**src/rtl/ifmap_tile_feeder_pkg.sv**
```systemverilog
// Shared definitions for the ifmap feed path (also used by the skew buffer).
package ifmap_tile_feeder_pkg;

  localparam int unsigned DEF_ROWS         = 4;
  localparam int unsigned DEF_DATA_W       = 16;
  localparam int unsigned DEF_FIFO_DEPTH   = 4;
  localparam int unsigned DEF_DRAIN_CYCLES = 3;

  typedef enum logic [1:0] {
    ST_IDLE  = 2'd0,
    ST_FEED  = 2'd1,
    ST_FLUSH = 2'd2,
    ST_DONE  = 2'd3
  } state_t;

endpackage

```
**src/rtl/ifmap_tile_feeder_sync_fifo.sv**
```systemverilog
// Synchronous FIFO with combinational head output.
// Ports: push/wr_data in, pop/rd_data out, full/empty/count status.
module ifmap_tile_feeder_sync_fifo #(
  parameter int unsigned WIDTH = 64,
  parameter int unsigned DEPTH = 4
) (
  input  logic                       clk,
  input  logic                       rst,
  input  logic                       push,
  input  logic [WIDTH-1:0]           wr_data,
  input  logic                       pop,
  output logic [WIDTH-1:0]           rd_data,
  output logic                       full,
  output logic                       empty,
  output logic [$clog2(DEPTH+1)-1:0] count
);

  localparam int unsigned PTR_W = (DEPTH > 1) ? $clog2(DEPTH) : 1;
  localparam int unsigned CNT_W = $clog2(DEPTH + 1);

  logic [WIDTH-1:0] mem_q [DEPTH];
  logic [PTR_W-1:0] wr_ptr_q, wr_ptr_d;
  logic [PTR_W-1:0] rd_ptr_q, rd_ptr_d;
  logic [CNT_W-1:0] count_q, count_d;
  logic             do_push, do_pop;

  assign full    = (count_q == CNT_W'(DEPTH));
  assign empty   = (count_q == '0);
  assign count   = count_q;
  assign rd_data = mem_q[rd_ptr_q];
  assign do_push = push & ~full;
  assign do_pop  = pop & ~empty;

  // DEPTH is a power of two, so pointer overflow is the modulo wrap.
  always_comb begin
    wr_ptr_d = wr_ptr_q;
    rd_ptr_d = rd_ptr_q;
    count_d  = count_q;
    if (do_push) wr_ptr_d = wr_ptr_q + PTR_W'(1);
    if (do_pop)  rd_ptr_d = rd_ptr_q + PTR_W'(1);
    unique case ({do_push, do_pop})
      2'b10:   count_d = count_q + CNT_W'(1);
      2'b01:   count_d = count_q - CNT_W'(1);
      default: count_d = count_q;
    endcase
  end

  always_ff @(posedge clk or posedge rst) begin
    if (rst) begin
      wr_ptr_q <= '0;
      rd_ptr_q <= '0;
      count_q  <= '0;
    end else begin
      wr_ptr_q <= wr_ptr_d;
      rd_ptr_q <= rd_ptr_d;
      count_q  <= count_d;
    end
  end

  always_ff @(posedge clk) begin
    if (do_push) mem_q[wr_ptr_q] <= wr_data;
  end

endmodule

```
**src/rtl/ifmap_tile_feeder.sv**
```systemverilog
// Buffers ifmap column vectors and emits one tile of num_vectors vectors on start,
// followed by DRAIN_CYCLES zero vectors and a one-cycle done pulse.
// Ports: in_valid/in_ready/in_data load side; start/num_vectors control;
// ifmap_out/out_valid to the skew buffer; busy/done status.
module ifmap_tile_feeder
  import ifmap_tile_feeder_pkg::*;
#(
  parameter int unsigned ROWS         = DEF_ROWS,
  parameter int unsigned DATA_W       = DEF_DATA_W,
  parameter int unsigned FIFO_DEPTH   = DEF_FIFO_DEPTH,
  parameter int unsigned DRAIN_CYCLES = DEF_DRAIN_CYCLES
) (
  input  logic                   clk,
  input  logic                   rst,
  input  logic                   in_valid,
  output logic                   in_ready,
  input  logic [ROWS*DATA_W-1:0] in_data,
  input  logic                   start,
  input  logic [7:0]             num_vectors,
  output logic [ROWS*DATA_W-1:0] ifmap_out,
  output logic                   out_valid,
  output logic                   busy,
  output logic                   done
);

  localparam int unsigned VEC_W   = ROWS * DATA_W;
  localparam int unsigned DRAIN_W = $clog2(DRAIN_CYCLES + 1);
  localparam int unsigned CNT_W   = $clog2(FIFO_DEPTH + 1);
  localparam logic [DRAIN_W-1:0] DRAIN_LAST = DRAIN_W'(DRAIN_CYCLES - 1);

  state_t               state_q, state_d;
  logic [7:0]           len_q, len_d;
  logic [7:0]           vec_cnt_q, vec_cnt_d, vec_cnt_inc;
  logic [DRAIN_W-1:0]   drain_cnt_q, drain_cnt_d;
  logic [VEC_W-1:0]     ifmap_out_q, ifmap_out_d;
  logic                 out_valid_q, out_valid_d;
  logic                 done_q, done_d;

  logic                 fifo_push, fifo_pop, fifo_full, fifo_empty;
  logic [VEC_W-1:0]     fifo_rd_data;
  logic [CNT_W-1:0]     fifo_count;

  assign in_ready  = ~rst & ~fifo_full;
  assign fifo_push = in_valid & in_ready;

  ifmap_tile_feeder_sync_fifo #(
    .WIDTH (VEC_W),
    .DEPTH (FIFO_DEPTH)
  ) u_fifo (
    .clk     (clk),
    .rst     (rst),
    .push    (fifo_push),
    .wr_data (in_data),
    .pop     (fifo_pop),
    .rd_data (fifo_rd_data),
    .full    (fifo_full),
    .empty   (fifo_empty),
    .count   (fifo_count)
  );

  a_fifo_flags: assert property (@(posedge clk) disable iff (rst)
    (fifo_empty == (fifo_count == '0)) &&
    (fifo_full == (fifo_count == CNT_W'(FIFO_DEPTH))));

  // Output defaults to zero in every state; only a FEED pop loads real data.
  always_comb begin
    state_d     = state_q;
    len_d       = len_q;
    vec_cnt_d   = vec_cnt_q;
    drain_cnt_d = drain_cnt_q;
    ifmap_out_d = '0;
    out_valid_d = 1'b0;
    done_d      = 1'b0;
    fifo_pop    = 1'b0;
    vec_cnt_inc = vec_cnt_q + 8'd1;
    unique case (state_q)
      ST_IDLE: begin
        if (start) begin
          len_d     = num_vectors;
          vec_cnt_d = '0;
          state_d   = (num_vectors != 8'd0) ? ST_FEED : ST_DONE;
        end
      end
      ST_FEED: begin
        if (!fifo_empty) begin
          fifo_pop    = 1'b1;
          ifmap_out_d = fifo_rd_data;
          out_valid_d = 1'b1;
          vec_cnt_d   = vec_cnt_inc;
          if (vec_cnt_inc == len_q) begin
            state_d     = ST_FLUSH;
            drain_cnt_d = '0;
          end
        end
      end
      ST_FLUSH: begin
        if (drain_cnt_q == DRAIN_LAST) state_d = ST_DONE;
        else                           drain_cnt_d = drain_cnt_q + DRAIN_W'(1);
      end
      ST_DONE: begin
        done_d  = 1'b1;
        state_d = ST_IDLE;
      end
      default: state_d = ST_IDLE;
    endcase
  end

  always_ff @(posedge clk or posedge rst) begin
    if (rst) begin
      state_q     <= ST_IDLE;
      len_q       <= '0;
      vec_cnt_q   <= '0;
      drain_cnt_q <= '0;
      ifmap_out_q <= '0;
      out_valid_q <= 1'b0;
      done_q      <= 1'b0;
    end else begin
      state_q     <= state_d;
      len_q       <= len_d;
      vec_cnt_q   <= vec_cnt_d;
      drain_cnt_q <= drain_cnt_d;
      ifmap_out_q <= ifmap_out_d;
      out_valid_q <= out_valid_d;
      done_q      <= done_d;
    end
  end

  assign ifmap_out = ifmap_out_q;
  assign out_valid = out_valid_q;
  assign done      = done_q;
  assign busy      = (state_q != ST_IDLE);

endmodule
```
**config.mk**
```make
export PLATFORM = sky130hd
export DESIGN_NAME = ifmap_tile_feeder
export DESIGN_NICKNAME = d
export VERILOG_FILES = /design/src/rtl/ifmap_tile_feeder_pkg.sv /design/src/rtl/ifmap_tile_feeder_sync_fifo.sv /design/src/rtl/ifmap_tile_feeder.sv
export SDC_FILE = /design/constraint.sdc
export NUM_CORES = 1
export LEC_CHECK = 0
export CAP_MARGIN = 20
export CORE_ASPECT_RATIO = 0.75
export CORE_MARGIN = 3
export CORE_UTILIZATION = 47
export CTS_CLUSTER_DIAMETER = 200
export CTS_CLUSTER_SIZE = 8
export DETAILED_ROUTE_END_ITERATION = 12
export PLACE_DENSITY = 0.72
export SLEW_MARGIN = 30
export SYNTH_ARGS = -nofsm -noshare
export SYNTH_HDL_FRONTEND = slang
export SYNTH_SLANG_ARGS = --single-unit
```
**constraint.sdc**
```tcl
create_clock -name clk -period 3.3 [get_ports clk]
set_input_delay 0.99 -clock clk [delete_from_list [all_inputs] [get_ports clk]]
set_output_delay 0.99 -clock clk [all_outputs]
set_load 0.03 [all_outputs]
```
==> results.sh, run 1 <==
export IMPL_status="complete, no violations"
export IMPL_synth_top_area_frac=0.595
export IMPL_synth_async_sr_flop_share=0.266
export IMPL_preCtsSetupSlack_ns=0.248
export IMPL_synth_area_um2=12900
export IMPL_vdd_drop_max_uv=709
export IMPL_clk_pin_slew_ns=0.05
export IMPL_ys_types=44
export IMPL_clk_latency_ns=0.55
export IMPL_holdBufCountCts=0
export IMPL_core_um2=26500
export IMPL_synth_cells=637
export IMPL_area_growth_syn_to_layout_pct=26.9
export IMPL_clockPowerShare=0.302
export IMPL_viasPerCell=5.36
export IMPL_nets=913
export IMPL_synthMostInstantiatedCell="edfxtp_1"
export IMPL_clockBufferDepth=3
export IMPL_worstPathArrival_ns=2.06
export IMPL_critical_path_max_fanout=4
export IMPL_grtUsageTotal=0.189
export IMPL_routed_wl_um=26700
export IMPL_die_h_um=150
export IMPL_ys_ff_latch=349
export IMPL_first_iter_violations=519
export IMPL_final_cells=1210
export IMPL_final_setup_viol_count=0
export IMPL_crit_path_start_kind="flop"
export IMPL_syn_avg_cell_area_um2=20.3
export IMPL_slew_headroom=0.529
export IMPL_fmaxAchievable_mhz=327
export IMPL_drv_cap=0
export IMPL_die_w_um=197
export IMPL_ios=144
export IMPL_port_buffers=143
export IMPL_ctsRootBufferMaster="clkbuf_16"
export IMPL_hold_viol=0
export IMPL_hold_class="flop to flop"
export IMPL_rows=51
export IMPL_cts_tree="yes"
export IMPL_skew_ns=0.0309
export IMPL_place_inst=1116
export IMPL_grt_pass1_wl_um=42400
export IMPL_rsz0062_at_grt="no"
export IMPL_ys_warn_count=0
export IMPL_period_needed_ns=3.05
export IMPL_p_total_uw=15300
export IMPL_synth_largest_area_cell="edfxtp_1"
export IMPL_dpl_cell_area_um2=14900
export IMPL_drc=0
export IMPL_pwr_density_cell_nw_per_um2=935
export IMPL_dp_hpwl_um=16400
export IMPL_power_internal_uw=10600
export IMPL_cp_end_kind="primary output"
export IMPL_combPwrFrac=0.299
export IMPL_ys_seq_area_frac=0.776
export IMPL_dr_wl_met2_um=12700
export IMPL_maxSlewViolCount=0
export IMPL_p_leak_uw=0.00586
export IMPL_layout_drive_gt1_share=0.180
export IMPL_wl_met3_um=2170
export IMPL_switchingPower_uw=4690
export IMPL_die_area_um2=29500
export IMPL_pwr_share_seq=0.399
export IMPL_fin_crit_sh=0.926
export IMPL_vias=6486
export IMPL_initial_core_util=0.488
export IMPL_met1Wirelength_um=11300
export IMPL_crit_type="flop to primary output"
export IMPL_synth_nets=726
export IMPL_top_layer="met5"
export IMPL_stdcell_area_um2=16400
export IMPL_grt_ovfl_total=0
export IMPL_gp_congestion=0.802
export IMPL_drt_first_pass_iters=5
export IMPL_final_setup_tns_ns=0
export IMPL_wl_per_cell_um=22.1
export IMPL_sw_frac_of_total=0.306
export IMPL_ys_top_cells_by_count="edfxtp_1, dfrtp_1, and2_1"
export IMPL_synth_area_leaders="edfxtp_1, dfrtp_1, mux4_2"
export IMPL_route_antenna_remaining_nets=0
export IMPL_post_cts_buffers=0
export IMPL_tightest_slew_ns=0.701
export IMPL_synth_edff_count=256
export IMPL_cts_repair_resized=0
export IMPL_ctsHtreeMaxLevel=2
export IMPL_fin_ws_ns=0.245
export IMPL_cp_required_ns=2.31
export IMPL_grt_max_degree=94
export IMPL_grt_pass1_vias=7155
export IMPL_ys_flop_type="edfxtp_1"
export IMPL_cts_sinks=349
export IMPL_antenna_found_initial=3
export IMPL_numCtsBuffers=49
sequential cells by signal, summed over array words and instances, names as in the netlist:
register and flops:
u_fifo.mem_q 256, done 1, len_q 8, u_fifo.wr_ptr_q 2
out_valid 1, vec_cnt_q 8, state_q 2, ifmap_out 64
drain_cnt_q 2, u_fifo.rd_ptr_q 2, u_fifo.count 3
logic make-up after synthesis:
| logic type | share of synthesized area |
|---|---|
| simple gates | 0.0516 |
| compound gates | 0.0170 |
| buf+inv | 0.0113 |
| flops | 0.776 |
| mux | 0.123 |
| fa+ha+maj | 0.0132 |
| xor+xnor | 0.00882 |
final timing paths:
| check | startpoint | endpoint | slack [ns] | cells after the start |
|---|---|---|---|---|
| setup / recovery | state_q[0]$_DFFE_PP0P_ | busy | 0.25 | 4 |
| hold / removal | drain_cnt_q[1]$_DFFE_PP0P_ | drain_cnt_q[1]$_DFFE_PP0P_ | 0.49 | 1 |
| setup reg to reg | state_q[1]$_DFFE_PP0P_ | u_fifo.count[2]$_DFFE_PP0P_ | 0.75 | 10 |
| hold reg to reg | drain_cnt_q[1]$_DFFE_PP0P_ | drain_cnt_q[1]$_DFFE_PP0P_ | 0.49 | 1 |
| max in group asynchronous | rst | ifmap_out[39]$_DFF_PP0_ | 1.85 | 3 |
| min in group asynchronous | rst | drain_cnt_q[0]$_DFFE_PP0P_ | 1.01 | 3 |
layout make-up:
class	instances	area, um^2
inverters	13	52.6
well taps	344	430
multi-input cells	251	2770
repair buffers	160	1650
flip-flops and latches	349	10000
clock buffers	90	1420
clock inverters	2	35.0
diodes	1	2.50
fillers	1826	10100
per-stage QoR:
stage | hold slack [ns] | util
after detailed placement | 0.483 | 0.563
after CTS | 0.494 | 0.618
final | 0.492 | 0.619
after global placement | 0.476 | 0.563
after global routing | 0.523 | 0.619
after floorplan | 0.462 | -
placed cells by master (no fill, tap or decap), types with 12 or more instances in the layout:
cell type	count
clkbuf_1	39
mux4_2	64
ha_1	12
clkdlybuf4s50_1	142
edfxtp_1	256
o21ai_0	12
clkbuf_16	51
and2_1	68
dfrtp_1	91
nand2_1	15
metal layers:
metal,global-route usage,vias up
met1,0.263,3322
li1,-,2860
met4,0.0545,6
met2,0.298,244
met3,0.0538,54
met5,0,-
power groups by stage:
stage	clock [uW]	combinational [uW]	sequential (uW)
4_1_cts	4740	4540	6230
2_1_floorplan	0	2210	6750
6_report	4620	4580	6110
5_1_grt	4960	4920	6210
3_5_place_dp	0	4480	6290
3_3_place_gp	0	4430	6250
worst max-delay path, cell delays in order (launching register included):
cell and delay (ns):
dfrtp_1 0.40, inv_1 0.10, ha_1 0.24, inv_1 0.10
clkdlybuf4s50_1 0.69
(Power assumes the default switching activity.)
==> run 2: changes to the inputs <==
--- a/config.mk
+++ b/config.mk
@@ -6,13 +6,13 @@
 export NUM_CORES = 1
 export LEC_CHECK = 0
 export CAP_MARGIN = 20
-export CORE_ASPECT_RATIO = 0.75
+export CORE_ASPECT_RATIO = 1.5
 export CORE_MARGIN = 3
-export CORE_UTILIZATION = 47
-export CTS_CLUSTER_DIAMETER = 200
+export CORE_UTILIZATION = 40
+export CTS_CLUSTER_DIAMETER = 40
 export CTS_CLUSTER_SIZE = 8
 export DETAILED_ROUTE_END_ITERATION = 12
-export PLACE_DENSITY = 0.72
+export PLACE_DENSITY = 0.63
 export SLEW_MARGIN = 30
 export SYNTH_ARGS = -nofsm -noshare
 export SYNTH_HDL_FRONTEND = slang
==> run 2 against run 1 <==
Effect of this change: non-clock buffer count grew 6; via count shrank 1.5%; design area grew 0.99%; routed wire length shrank 2.0%; die area grew 17%; utilization shrank 9.9 points; largest power group unchanged.
==> results.sh, run 2 (same netlist as run 1, synthesis figures left out) <==
export IMPL_slew_headroom=0.544
export IMPL_grt_ovfl_total=0
export IMPL_die_h_um=226
export IMPL_fillerInstances=2571
export IMPL_hold_class="flop to flop"
export IMPL_hold_viol=0
export IMPL_status="complete, no violations"
export IMPL_combPwrFrac=0.294
export IMPL_vias=6390
export IMPL_cp_cell_sequence="clkdlybuf4s50_1 > a31oi_1 > buf_4 > buf_12"
export IMPL_dp_hpwl_um=16300
export IMPL_cts_repair_resized=0
export IMPL_crit_type="primary input to primary output"
export IMPL_multi_input_area_um2=2770
export IMPL_critical_path_max_fanout=3
export IMPL_core_um2=31800
export IMPL_numCtsBuffers=51
export IMPL_clk_pin_slew_ns=0.04
export IMPL_top_register="u_fifo.mem_q"
export IMPL_grt_max_degree=67
export IMPL_cp_end_kind="primary output"
export IMPL_port_buffers=143
export IMPL_ff2ff_path_depth=6
export IMPL_holdWs_ns=0.496
export IMPL_switchingPower_uw=4650
export IMPL_pwr_share_seq=0.399
export IMPL_first_iter_violations=313
export IMPL_sw_frac_of_total=0.303
export IMPL_fin_crit_sh=0.937
export IMPL_maxSlewViolCount=0
export IMPL_antenna_found_initial=1
export IMPL_routed_wl_um=26200
export IMPL_holdBufCountCts=0
export IMPL_clockBufferDepth=3
export IMPL_layout_drive_gt1_share=0.192
export IMPL_drc=0
export IMPL_regArea_um2=10000
export IMPL_initial_core_util=0.406
export IMPL_crit_path_start_kind="primary input"
export IMPL_viasPerCell=4.97
export IMPL_layout_common_cells="edfxtp_1, clkdlybuf4s50_1, dfrtp_1"
export IMPL_grtUsageTotal=0.153
export IMPL_hold_path_depth=1
export IMPL_p_total_uw=15400
export IMPL_pwr_density_cell_nw_per_um2=928
export IMPL_worstPathArrival_ns=2.10
export IMPL_drt_first_pass_iters=6
export IMPL_clk_latency_ns=0.55
export IMPL_grt_pass1_wl_um=40700
export IMPL_skew_ns=0.0135
export IMPL_final_common_cell="edfxtp_1"
export IMPL_largest_reg_flops=256
export IMPL_nets=921
export IMPL_rsz0062_at_grt="no"
export IMPL_drv_cap=0
export IMPL_rows=80
export IMPL_cts_tree="yes"
export IMPL_max_stage_delay_ns=0.48
export IMPL_period_needed_ns=3.09
export IMPL_area_growth_syn_to_layout_pct=28.2
export IMPL_preCtsSetupSlack_ns=0.166
export IMPL_grt_pass1_vias=7081
export IMPL_wl_per_cell_um=20.4
export IMPL_ios=144
export IMPL_gp_congestion=0.793
export IMPL_die_w_um=153
export IMPL_fmaxAchievable_mhz=324
export IMPL_ctsRootBufferMaster="clkbuf_16"
export IMPL_crit_slowest_cell="clkdlybuf4s50_1"
export IMPL_clockPowerShare=0.307
export IMPL_route_antenna_remaining_nets=0
export IMPL_final_setup_viol_count=0
export IMPL_p_leak_uw=0.00590
export IMPL_cts_sinks=349
export IMPL_die_area_um2=34500
export IMPL_fin_ws_ns=0.209
export IMPL_cp_required_ns=2.31
export IMPL_ctsHtreeMaxLevel=2
export IMPL_power_internal_uw=10700
export IMPL_vdd_drop_max_uv=658
export IMPL_tightest_slew_ns=0.684
export IMPL_final_setup_tns_ns=0
export IMPL_post_cts_buffers=0
[run 2: changes by cell type in the layout (fill, tap and decap cells not counted), sizes merged]
cell,previous run,this run
clkinv,2,3
buf,18,24
clkinvlp,1,3
inv,12,13
clkbuf,90,89
[run 2: worst paths after layout]
check / startpoint / to / slack, ns
worst max register to register: vec_cnt_q[0]$_DFFE_PP0P_ / drain_cnt_q[1]$_DFFE_PP0P_ / 0.86
max in group asynchronous: rst / u_fifo.rd_ptr_q[0]$_DFFE_PP0P_ / 1.72
worst min register to register: drain_cnt_q[1]$_DFFE_PP0P_ / drain_cnt_q[1]$_DFFE_PP0P_ / 0.50
worst min-delay path: drain_cnt_q[1]$_DFFE_PP0P_ / drain_cnt_q[1]$_DFFE_PP0P_ / 0.50
min in group asynchronous: rst / ifmap_out[57]$_DFF_PP0_ / 0.93
worst max-delay path: rst / in_ready / 0.21
[run 2: cell type report]
type	instances	share of cell area
flip-flops and latches	349	0.605
multi-input cells	251	0.168
repair buffers	166	0.102
clock buffers	89	0.0876
well taps	410	0.0310
inverters	13	0.00317
clock inverters	6	0.00302
diodes	1	0.000151
[run 2: power by group through the flow]
stage	Sequential (uW)	Clock (uW)	Combinational [uW]
final	6130	4720	4510
after global routing	6230	5060	4860
after CTS	6160	4850	4630
after detailed placement	6230	0	4600
after global placement	6210	0	4600
after floorplan	6750	0	2210
[run 2: metrics by stage]
step,instances,area (um^2),utilization
after detailed placement,1189,15000,0.473
after global placement,1189,15000,0.473
after CTS,1284,16500,0.520
after floorplan,637,12900,-
after global routing,1285,16600,0.520
final,1285,16600,0.520
[run 2: critical path: cells and delay by family]
kind / cells / cell delay [ns]
AO/OA/AOI/OAI: 1 / 0.32
buffers and inverters: 3 / 0.79
[run 2: metal layers]
metal	vias to the layer above	track usage	part of all wire
li1	2869	-	-
met1	3325	0.180	0.38
met2	141	0.275	0.55
met3	55	0.0320	0.040
met4	0	0.0624	0.032
met5	-	0	0
==> run 3: changes to the inputs <==
--- a/config.mk
+++ b/config.mk
@@ -5,7 +5,7 @@
 export SDC_FILE = /design/constraint.sdc
 export NUM_CORES = 1
 export LEC_CHECK = 0
-export CAP_MARGIN = 20
+export CAP_MARGIN = 30
 export CORE_ASPECT_RATIO = 1.5
 export CORE_MARGIN = 3
 export CORE_UTILIZATION = 40
==> results of run 3 <==
Same layout as run 2: the final DEF is identical, and so are final timing and power.
